==> src/rtl/vga_pkg.sv <==
// rtl/vga_pkg.sv - shared types and constants for the parametrised VGA timing generator
//   pattern_e   : test-pattern selector encoding
//   bar_colour  : 8-entry colour-bar table, bit0=R, bit1=G, bit2=B
//   CHECK_BIT   : x/y bit toggling the checkerboard (32x32 squares)
//   MOVE_*      : moving-bar width and per-frame step
package vga_pkg;

   typedef enum logic [2:0] {
      PAT_BARS     = 3'd0,
      PAT_GRAD     = 3'd1,
      PAT_CHECK    = 3'd2,
      PAT_WHITE    = 3'd3,
      PAT_BAR_MOVE = 3'd4
   } pattern_e;

   localparam int NUM_BARS   = 8;
   localparam int CHECK_BIT  = 5;
   localparam int MOVE_BAR_W = 16;
   localparam int MOVE_STEP  = 4;

   // Colour-bar table: white, yellow, cyan, green, magenta, red, blue, black.
   function automatic logic [2:0] bar_colour(input int idx);
      case (idx)
         0:       bar_colour = 3'b111;
         1:       bar_colour = 3'b011;
         2:       bar_colour = 3'b110;
         3:       bar_colour = 3'b010;
         4:       bar_colour = 3'b101;
         5:       bar_colour = 3'b001;
         6:       bar_colour = 3'b100;
         default: bar_colour = 3'b000;
      endcase
   endfunction

endpackage

==> src/rtl/vga_pattern_gen.sv <==
// rtl/vga_pattern_gen.sv - combinational test-pattern source
//   x, y       : counter position of the pixel being generated
//   frame_cnt  : completed-frame count (drives the moving bar)
//   pattern    : latched pattern select
//   data       : NUM_CH channels of DATA_W bits; channel k follows colour role k mod 3
module vga_pattern_gen
   import vga_pkg::*;
#(
   parameter int H_ACTIVE = 640,
   parameter int NUM_CH   = 3,
   parameter int DATA_W   = 8,
   parameter int FRAME_W  = 16,
   parameter int XW       = 10,
   parameter int YW       = 10
) (
   input  logic [XW-1:0]                  x,
   input  logic [YW-1:0]                  y,
   input  logic [FRAME_W-1:0]             frame_cnt,
   input  logic [2:0]                     pattern,
   output logic [NUM_CH-1:0][DATA_W-1:0]  data
);

   localparam int BAR_W   = (H_ACTIVE / NUM_BARS > 0) ? H_ACTIVE / NUM_BARS : 1;
   // Pixels at or beyond BAR_END are the leftover remainder and stay black.
   localparam int BAR_END = NUM_BARS * (H_ACTIVE / NUM_BARS);
   localparam logic [DATA_W-1:0] MAX = '1;

   pattern_e          pat;
   logic [31:0]       xe;
   logic [31:0]       ye;
   logic [63:0]       step_pos;
   logic [31:0]       mv_pos;
   logic [2:0]        col;
   logic [DATA_W-1:0] r_val;
   logic [DATA_W-1:0] g_val;
   logic [DATA_W-1:0] b_val;

   always_comb begin
      pat      = pattern_e'(pattern);
      xe       = 32'(x);
      ye       = 32'(y);
      step_pos = 64'(frame_cnt) * 64'(MOVE_STEP);
      mv_pos   = 32'(step_pos % 64'(H_ACTIVE));
      col      = 3'b000;
      r_val    = '0;
      g_val    = '0;
      b_val    = '0;
      case (pat)
         PAT_BARS: begin
            if (xe < BAR_END)
               col = bar_colour(int'(xe / BAR_W));
            r_val = {DATA_W{col[0]}};
            g_val = {DATA_W{col[1]}};
            b_val = {DATA_W{col[2]}};
         end
         PAT_GRAD: begin
            r_val = xe[DATA_W-1:0];
            g_val = ye[DATA_W-1:0];
            b_val = xe[DATA_W-1:0] + ye[DATA_W-1:0];
         end
         PAT_CHECK: begin
            if (xe[CHECK_BIT] ^ ye[CHECK_BIT]) begin
               r_val = MAX;
               g_val = MAX;
               b_val = MAX;
            end
         end
         PAT_WHITE: begin
            r_val = MAX;
            g_val = MAX;
            b_val = MAX;
         end
         PAT_BAR_MOVE: begin
            // Bar may run past the right edge; those pixels are simply not drawn.
            if (xe >= mv_pos && xe < mv_pos + MOVE_BAR_W && xe < H_ACTIVE) begin
               r_val = MAX;
               g_val = MAX;
               b_val = MAX;
            end
         end
         default: begin
            r_val = '0;
            g_val = '0;
            b_val = '0;
         end
      endcase
   end

   for (genvar k = 0; k < NUM_CH; k++) begin : g_ch
      if (k % 3 == 0) begin : g_r
         assign data[k] = r_val;
      end else if (k % 3 == 1) begin : g_g
         assign data[k] = g_val;
      end else begin : g_b
         assign data[k] = b_val;
      end
   end

endmodule

==> src/rtl/vga_timing_gen_param.sv <==
// rtl/vga_timing_gen_param.sv - parametrised VGA sync/blank/DE generator with test patterns
//   i_clk_pixel, i_rst_n : pixel clock, async active-low reset (release takes effect one edge later)
//   i_en                 : 1 advances counters; 0 freezes counters and every output
//   i_pattern_sel        : pattern select, latched at the last pixel of each frame
//   o_hsync, o_vsync     : syncs at H_SYNC_POL / V_SYNC_POL when asserted
//   o_blank, o_de        : blanking and data-enable
//   o_sof, o_eol         : start-of-frame and end-of-active-line pulses
//   o_x_pos, o_y_pos     : counter position of the pixel on the outputs
//   o_data               : NUM_CH x DATA_W pixel data, 0 while blanked
//   o_frame_cnt          : completed frames, wrapping
//   Optional: VGA_TIMING_BORDER_EN draws a one-pixel MAX border around the active area.
module vga_timing_gen_param
   import vga_pkg::*;
#(
   parameter int H_ACTIVE   = 640,
   parameter int H_FP       = 16,
   parameter int H_SYNC     = 96,
   parameter int H_BP       = 48,
   parameter int V_ACTIVE   = 480,
   parameter int V_FP       = 10,
   parameter int V_SYNC     = 2,
   parameter int V_BP       = 33,
   parameter int H_SYNC_POL = 0,
   parameter int V_SYNC_POL = 0,
   parameter int NUM_CH     = 3,
   parameter int DATA_W     = 8,
   parameter int FRAME_W    = 16,
   localparam int H_TOTAL   = H_ACTIVE + H_FP + H_SYNC + H_BP,
   localparam int V_TOTAL   = V_ACTIVE + V_FP + V_SYNC + V_BP,
   localparam int XW        = $clog2(H_TOTAL),
   localparam int YW        = $clog2(V_TOTAL)
) (
   input  logic                           i_clk_pixel,
   input  logic                           i_rst_n,
   input  logic                           i_en,
   input  logic [2:0]                     i_pattern_sel,
   output logic                           o_hsync,
   output logic                           o_vsync,
   output logic                           o_blank,
   output logic                           o_de,
   output logic                           o_sof,
   output logic                           o_eol,
   output logic [XW-1:0]                  o_x_pos,
   output logic [YW-1:0]                  o_y_pos,
   output logic [NUM_CH-1:0][DATA_W-1:0]  o_data,
   output logic [FRAME_W-1:0]             o_frame_cnt
);

   localparam logic [XW-1:0] H_LAST   = XW'(H_TOTAL - 1);
   localparam logic [YW-1:0] V_LAST   = YW'(V_TOTAL - 1);
   localparam int            HS_START = H_ACTIVE + H_FP;
   localparam int            HS_END   = H_ACTIVE + H_FP + H_SYNC;
   localparam int            VS_START = V_ACTIVE + V_FP;
   localparam int            VS_END   = V_ACTIVE + V_FP + V_SYNC;
   localparam logic          HS_ON    = 1'(H_SYNC_POL);
   localparam logic          VS_ON    = 1'(V_SYNC_POL);

   logic                          run;
   logic [XW-1:0]                 h;
   logic [YW-1:0]                 v;
   logic [2:0]                    pat;
   logic [FRAME_W-1:0]            frame_cnt;
   logic                          adv;
   logic                          h_last;
   logic                          v_last;
   logic                          active;
   logic                          hs_act;
   logic                          vs_act;
   logic [NUM_CH-1:0][DATA_W-1:0] pat_pix;
   logic [NUM_CH-1:0][DATA_W-1:0] pix;

   // run stays low for the first enabled edge after reset release so the
   // counters start from a clean, synchronous point.
   assign adv = i_en & run;

   always_comb begin
      h_last = (h == H_LAST);
      v_last = (v == V_LAST);
      active = (32'(h) < H_ACTIVE) && (32'(v) < V_ACTIVE);
      hs_act = (32'(h) >= HS_START) && (32'(h) < HS_END);
      vs_act = (32'(v) >= VS_START) && (32'(v) < VS_END);
   end

   vga_pattern_gen #(
      .H_ACTIVE (H_ACTIVE),
      .NUM_CH   (NUM_CH),
      .DATA_W   (DATA_W),
      .FRAME_W  (FRAME_W),
      .XW       (XW),
      .YW       (YW)
   ) u_pattern (
      .x         (h),
      .y         (v),
      .frame_cnt (frame_cnt),
      .pattern   (pat),
      .data      (pat_pix)
   );

`ifdef VGA_TIMING_BORDER_EN
   logic border;
   assign border = (h == '0) || (32'(h) == H_ACTIVE - 1) ||
                   (v == '0) || (32'(v) == V_ACTIVE - 1);
   assign pix    = border ? '1 : pat_pix;
`else
   assign pix    = pat_pix;
`endif

   always_ff @(posedge i_clk_pixel or negedge i_rst_n) begin
      if (!i_rst_n) begin
         run         <= 1'b0;
         h           <= '0;
         v           <= '0;
         pat         <= 3'd0;
         frame_cnt   <= '0;
         o_hsync     <= ~HS_ON;
         o_vsync     <= ~VS_ON;
         o_blank     <= 1'b1;
         o_de        <= 1'b0;
         o_sof       <= 1'b0;
         o_eol       <= 1'b0;
         o_x_pos     <= '0;
         o_y_pos     <= '0;
         o_data      <= '0;
      end else begin
         if (i_en)
            run <= 1'b1;
         if (adv) begin
            o_hsync <= hs_act ? HS_ON : ~HS_ON;
            o_vsync <= vs_act ? VS_ON : ~VS_ON;
            o_blank <= ~active;
            o_de    <= active;
            o_sof   <= (h == '0) && (v == '0);
            o_eol   <= active && (32'(h) == H_ACTIVE - 1);
            o_x_pos <= h;
            o_y_pos <= v;
            o_data  <= active ? pix : '0;
            if (h_last) begin
               h <= '0;
               if (v_last) begin
                  // Frame boundary: the only place the pattern may change.
                  v         <= '0;
                  pat       <= i_pattern_sel;
                  frame_cnt <= frame_cnt + 1'b1;
               end else begin
                  v <= v + 1'b1;
               end
            end else begin
               h <= h + 1'b1;
            end
         end
      end
   end

   assign o_frame_cnt = frame_cnt;

endmodule

==> config.mk <==
export PLATFORM = sky130hd
export DESIGN_NAME = vga_timing_gen_param
export DESIGN_NICKNAME = d
export VERILOG_FILES = /design/src/rtl/vga_pkg.sv /design/src/rtl/vga_pattern_gen.sv /design/src/rtl/vga_timing_gen_param.sv
export SDC_FILE = /design/constraint.sdc
export NUM_CORES = 1
export LEC_CHECK = 0
export ABC_AREA = 1
export CAP_MARGIN = 20
export CORE_MARGIN = 3
export CORE_UTILIZATION = 35
export DETAILED_ROUTE_END_ITERATION = 12
export PLACE_DENSITY = 0.57
export SLEW_MARGIN = 10
export SYNTH_ARGS = -nofsm -noshare
export SYNTH_HDL_FRONTEND = slang
export SYNTH_SLANG_ARGS = --single-unit
==> constraint.sdc <==
create_clock -name i_clk_pixel -period 8.5 [get_ports i_clk_pixel]
set_clock_uncertainty 0.1 [all_clocks]
set_input_delay 1.275 -clock i_clk_pixel [delete_from_list [all_inputs] [get_ports i_clk_pixel]]
set_output_delay 1.275 -clock i_clk_pixel [all_outputs]
set_load 0.02 [all_outputs]
* Word-level counts from Yosys, hierarchy flattened *
Index checks and enable logic that the tools add are counted.

word-level totals
  bits in registers = 90
  input bits = 6
  output and inout port bits = 66
  logic and storage cells = 72

operators by class
  $add $sub $neg = 5
  div/mod/pow operators = 2
  $lt $le $gt $ge = 8
  equal/unequal tests = 13
  muxes and demuxes = 12
  bitwise logic cells = 3
  reduce and logical (&&, ||, !) cells = 13

operators by type and width
  kind                                                          number
  case mux 8 bit (5 select lines)                               3
  == test 32 x 3 -> 1 bit (second input constant)               3
  == test 32 x 2 -> 1 bit (second input constant)               2
  remainder unit 18 x 10 -> 64 bit (second input constant)      1
  adder 32 x 5 -> 32 bit (second input constant)                1
  divider 10 x 7 -> 32 bit (second input constant)              1
  == test 32 x 1 -> 1 bit (second input constant)               1
  >= comparator 10 x 32 -> 1 bit                                1
  logical NOT 32 bit                                            1
  less-than comparator 10 x 32 -> 1 bit                         1
  == test 10 bit (second input constant)                        3
  two-way mux 24 bit                                            1
  case mux 3 bit (7 select lines)                               1
  adder 10 x 1 -> 10 bit (second input constant)                2
  logical NOT 10 bit                                            2
  less-than comparator 10 bit (second input constant)           2
  less-than comparator 10 x 9 -> 1 bit (second input constant)  2
  two-way mux 10 bit                                            2
  adder 16 x 1 -> 16 bit (second input constant)                1
  two-way mux 8 bit                                             2
  >= comparator 10 bit (second input constant)                  1
  >= comparator 10 x 9 -> 1 bit (second input constant)         1
  adder 8 bit                                                   1
  logical AND 1 bit                                             7
  other kinds (11)                                              13

* Logic depth before layout (Yosys ltp) *
  depth after elaboration = 8
  mapped depth = 65
  gate-level depth less buffers = 63

* Modules after synthesis *
Synthesis repeated with hierarchy kept, for this count alone.

second synthesis, totals
  cells, all modules = 1249
  area, all modules = 8260.4 um2

by module, submodules not included
  module                instances  cells an instance  area an instance (um2)  sequential area each (um2)
  vga_timing_gen_param  1          513                4211.5                  2255.9
  vga_pattern_gen       1          736                4048.9                  0.0

* Least setup slack after synthesis *
OpenSTA, ideal clock, no wires.

  path type = register -> register
  start = register frame_cnt[14], in the netlist o_frame_cnt[14]
  end = register o_data[7] in the netlist's numbering
  setup time = 65 ps
  arrival time = 6683 ps
  required time = 8335 ps
  slack = 1652 ps
  cell stages (with the launch flop) = 55
  buffers on the path = 2
  clock period less this slack = 6848 ps
  path through = dfrtp_1 > nor2_1 > inv_1 > ha_1 > o21ai_2 > nand2_1 > o21ai_2 > nand3_2 > nand2_2 > nand3_4 > nand3_1 > nand2_2 > nor2_4 > nand3_4 > nand2_1 > nand3_2 > nor2_4 > nand3_4 > [... 19 more ...] > nand2_4 > nand2_1 > nand2_1 > ha_1 > inv_1 > nor2_1 > o21a_1 > o21a_1 > o22ai_1 > nor2_1 > nand3_1 > nor2_2 > nand2_2 > nand2_4 > buf_12 > nand3_1 > nand2_1 > nand2_1

on the way
  cells in the longest elaborated chain, start to end = 8
  elaborated cells on any way between the ends = 9
  those cells by class = 1 x add/sub; 1 x div; 2 x order compare; 3 x mux; 2 x reduce/logical

RTL lines
  item                                   line                         RTL
  start: declaration                     vga_timing_gen_param.sv:62   logic [FRAME_W-1:0] frame_cnt;
  start signal: assignment               vga_timing_gen_param.sv:143  frame_cnt <= frame_cnt + 1'b1;
  remainder unit 18 x 10 -> 64 bit (*)   vga_pattern_gen.sv:43        mv_pos = 32'(step_pos % 64'(H_ACTIVE));
  adder 32 x 5 -> 32 bit                 vga_pattern_gen.sv:75        if (xe >= mv_pos && xe < mv_pos + MOVE_BAR_W && xe < H_ACTIVE) begin
  less-than comparator 10 x 32 -> 1 bit  vga_pattern_gen.sv:75
  logical AND 1 bit (*) (2 in series)    vga_pattern_gen.sv:75
  two-way mux 8 bit (*)                  vga_pattern_gen.sv:75
  case mux 8 bit (5 select lines) (*)    vga_pattern_gen.sv:48        case (pat)
  two-way mux 24 bit (*)                 vga_timing_gen_param.sv:136  o_data <= active ? pix : '0;
  end signal: assignment                 vga_timing_gen_param.sv:136
  end: declaration                       vga_timing_gen_param.sv:45   output logic [NUM_CH-1:0][DATA_W-1:0] o_data,

Mark *: on every way between the ends. The rest lies on a longest branch, timed or not.
A chain may end at the register's enable or synchronous reset.

* Worst setup path after layout *
  start = register frame_cnt[14], in the netlist o_frame_cnt[14]
  end = register o_data[16] in the netlist's numbering

The elaborated chain is that of the path after synthesis.

==> results.md <==
- Slew headroom: 38.6%
- Top cells by area, synth: dfrtp_1 27%, nand2_1 14%, inv_1 7.0%
- Post-synthesis net count: 1175
- IO Count: 72
- EDFF count, synth: 0
- Dominant cell type by area after synthesis: dfrtp_1
- Clk_lat worst skew: 340 ps
- Final WS setup: 792 ps
- Slew @ Worst Pin: 921 ps
- Arrival @ worst endpoint: 7840 ps
- Synth cell count leaders: 295 x nand2_1, 152 x inv_1, 90 x nor2_1, 87 x dfrtp_1, 83 x nand3_1
- Avg Cell Area, Syn: 7.12 um^2
- Mapped Cells: 1140
- PwrDens: 122 nW/um^2
- VDD IR-drop max: 0.000104 V
- Final hold slack: 382 ps
- Worst setup EP type: flip-flop
- Worst Path Required: 8630 ps
- Die height: 158 um
- First-pass GRT wire length: 35.1 mm
- CTS buffer count: 9
- Startpoint types: flip-flop
- H-tree depth: 3
- Crit path max-delay cell type: dfrtp_1
- GP Congestion: 0.849
- Max stage delay on crit path: 470 ps
- Vias: 7343
- Maximum net fanout on the critical path: 24
- Tot GR Track Use: 17.0%
- Post-route ant nets: 0
- Post-Syn Area: 8120 um^2
- Sequential area share after synthesis: 27.8%
- Initial core utilization: 35.8%
- First-pass DRT Iterations: 5
- R2R depth: 53
- Flop-to-flop setup slack: 790 ps
- Number of global-route vias before repair: 7146
- Routed vias/inst: 4.93
- FFs w/ async S/R, synth: 100%
- Post-CTS Hold Buffers: 0
- TritonCTS Sinks: 90
- Diode count: 0
- Final setup vio count: 0
- Main synth FF type: dfrtp_1
- Setup TNS Final: 0 ps
- # fillers: 2382
- CTS root buf: clkbuf_16
- Rows: 55
- Cell depth of the worst setup path: 53
- F_max: 130 MHz
- Avg WL per Cell: 13.9 um
- Die area: 25100 um^2
- CTS tree: built
- Status: finished, final reports clean
- Grt total ovfl: 0
- Post-synth cell types: 61
- Port bufs: 71
- Synth top area share: 26.8%
- Die width: 158 um
- Max-slew violations: 0
- Cell with the most instances after synthesis: nand2_1
- Number of buffer and inverter stages on the critical path: 3
- Minimum clock period: 7710 ps
- Total of max-cap violations: 0
- Routed Wire Length: 20.8 mm
- DRC: 0
- Core outline area: 22700 um^2
- Worst r2r src: o_frame_cnt[14]
- Reg clk slew, reported paths: 60 ps
- Final hold vios: 0
- Initial drt markers: 395
- Pin count of the biggest net entering global routing: 73
- #FFs+latches synth: 90
- Nets: 1235
- Post-DP HPWL: 16.0 mm
- Cell family with most CP delay: simple AND/OR/NAND/NOR gates
- Clock Tree Buf Depth: 2
- Setup crit end: o_data[16]
- Yosys Warn Count: 0
- Critical Path Start: o_frame_cnt[14]
- Reg-to-Reg End: o_data[16]
- Layout Area Growth over Synthesis: 14.6%
- Lkg Pwr: 0.00492 uW
- Dpl ws: 510 ps
- Initial antenna violation count: 0
- Fin crit share: 90.7%
- Crit path kind: flip-flop to flip-flop
- Fin util: 41.0%
- Layout cell share with drive strength beyond 1: 14.8%
- Worst Hold Class: flip-flop to flip-flop
-- layout make-up --
class                      count  area, um^2  area share [%]
clock buffer                  14         254            2.73
clock inverter                 2        15.0           0.161
inverter                     175         681            7.32
multi-input combinational    844        4950            53.2
sequential                    90        2260            24.3
tap                          285         357            3.83
timing repair buffer          80         787            8.46
-- how the worst min path moves through the flow --
stage / slack, ps / endpoint / startpoint / depth (start not counted)
2_1_floorplan: 340 / run / run / 1
3_3_place_gp: 370 / o_y_pos[6] / o_y_pos[6] / 2
3_5_place_dp: 360 / o_eol / o_eol / 2
4_1_cts: 390 / o_data[14] / o_data[14] / 2
5_1_grt: 410 / o_data[5] / o_data[5] / 2
6_report: 380 / o_x_pos[0] / o_x_pos[0] / 2
-- sequential cells by signal, summed over array words and instances, names as in the netlist --
register     flops
o_data          24
o_eol            1
h               10
o_blank          1
o_x_pos         10
o_vsync          1
o_y_pos         10
o_frame_cnt     16
run              1
o_hsync          1
o_de             1
pat              3
o_sof            1
v               10
-- stage by stage --
stage	instance area (um^2)	std cells	power (uW)
floorplan	8120	1140	665
global route	9300	1490	1210
global placement	8940	1471	767
finish	9300	1490	1140
detailed placement	8960	1472	768
CTS	9230	1488	1150
-- power breakdown --
group,switching (uW),total (uW),internal [uW],leakage (uW)
logic,166,264,98.1,0.00371
clock network,166,373,207,0.000123
registers,42.7,500,457,0.00109
-- what timing repair did --
action | in CTS | in global routing
endpoints found under the setup margin | 0 | 24
resized for setup | 0 | 10
buffers inserted | 0 | 1
-- cells in the final DEF, fill, tap and decap left out, drive strengths merged, types with 11 or more instances in the layout --
cell	instances
xor2	32
clkbuf	14
nand2	341
o21ai	45
nor2	116
nand3	131
dfrtp	87
nand4	37
clkdlybuf4s50	70
o211ai	11
clkinv	16
a21oi	34
ha	28
nor3	18
inv	159
-- cells by family after synthesis --
kind of cell,Yosys count,share of synthesized area (%)
adders and majority gates,29,4.56
buffers and inverters,207,12.1
and+or+nand+nor,666,43.6
xor gates and xnor gates,33,3.56
DFF,90,27.8
AOI/OAI and AO/OA,115,8.41
-- layer usage --
layer  global-route usage (%)  share of wire (%)  vias to the layer above
li1                         -                  -                     3807
met1                     23.4                 48                     3406
met2                     29.2                 48                      116
met3                     1.96                3.0                       14
met4                     3.20               0.92                        0
met5                        0                  0                        -
-- worst min-delay path, delay by kind of cell, from the launching register on --
kind | cells | cell delay, ps
simple gates | 2 | 100
flops | 1 | 340
(Power assumes the default switching activity.)
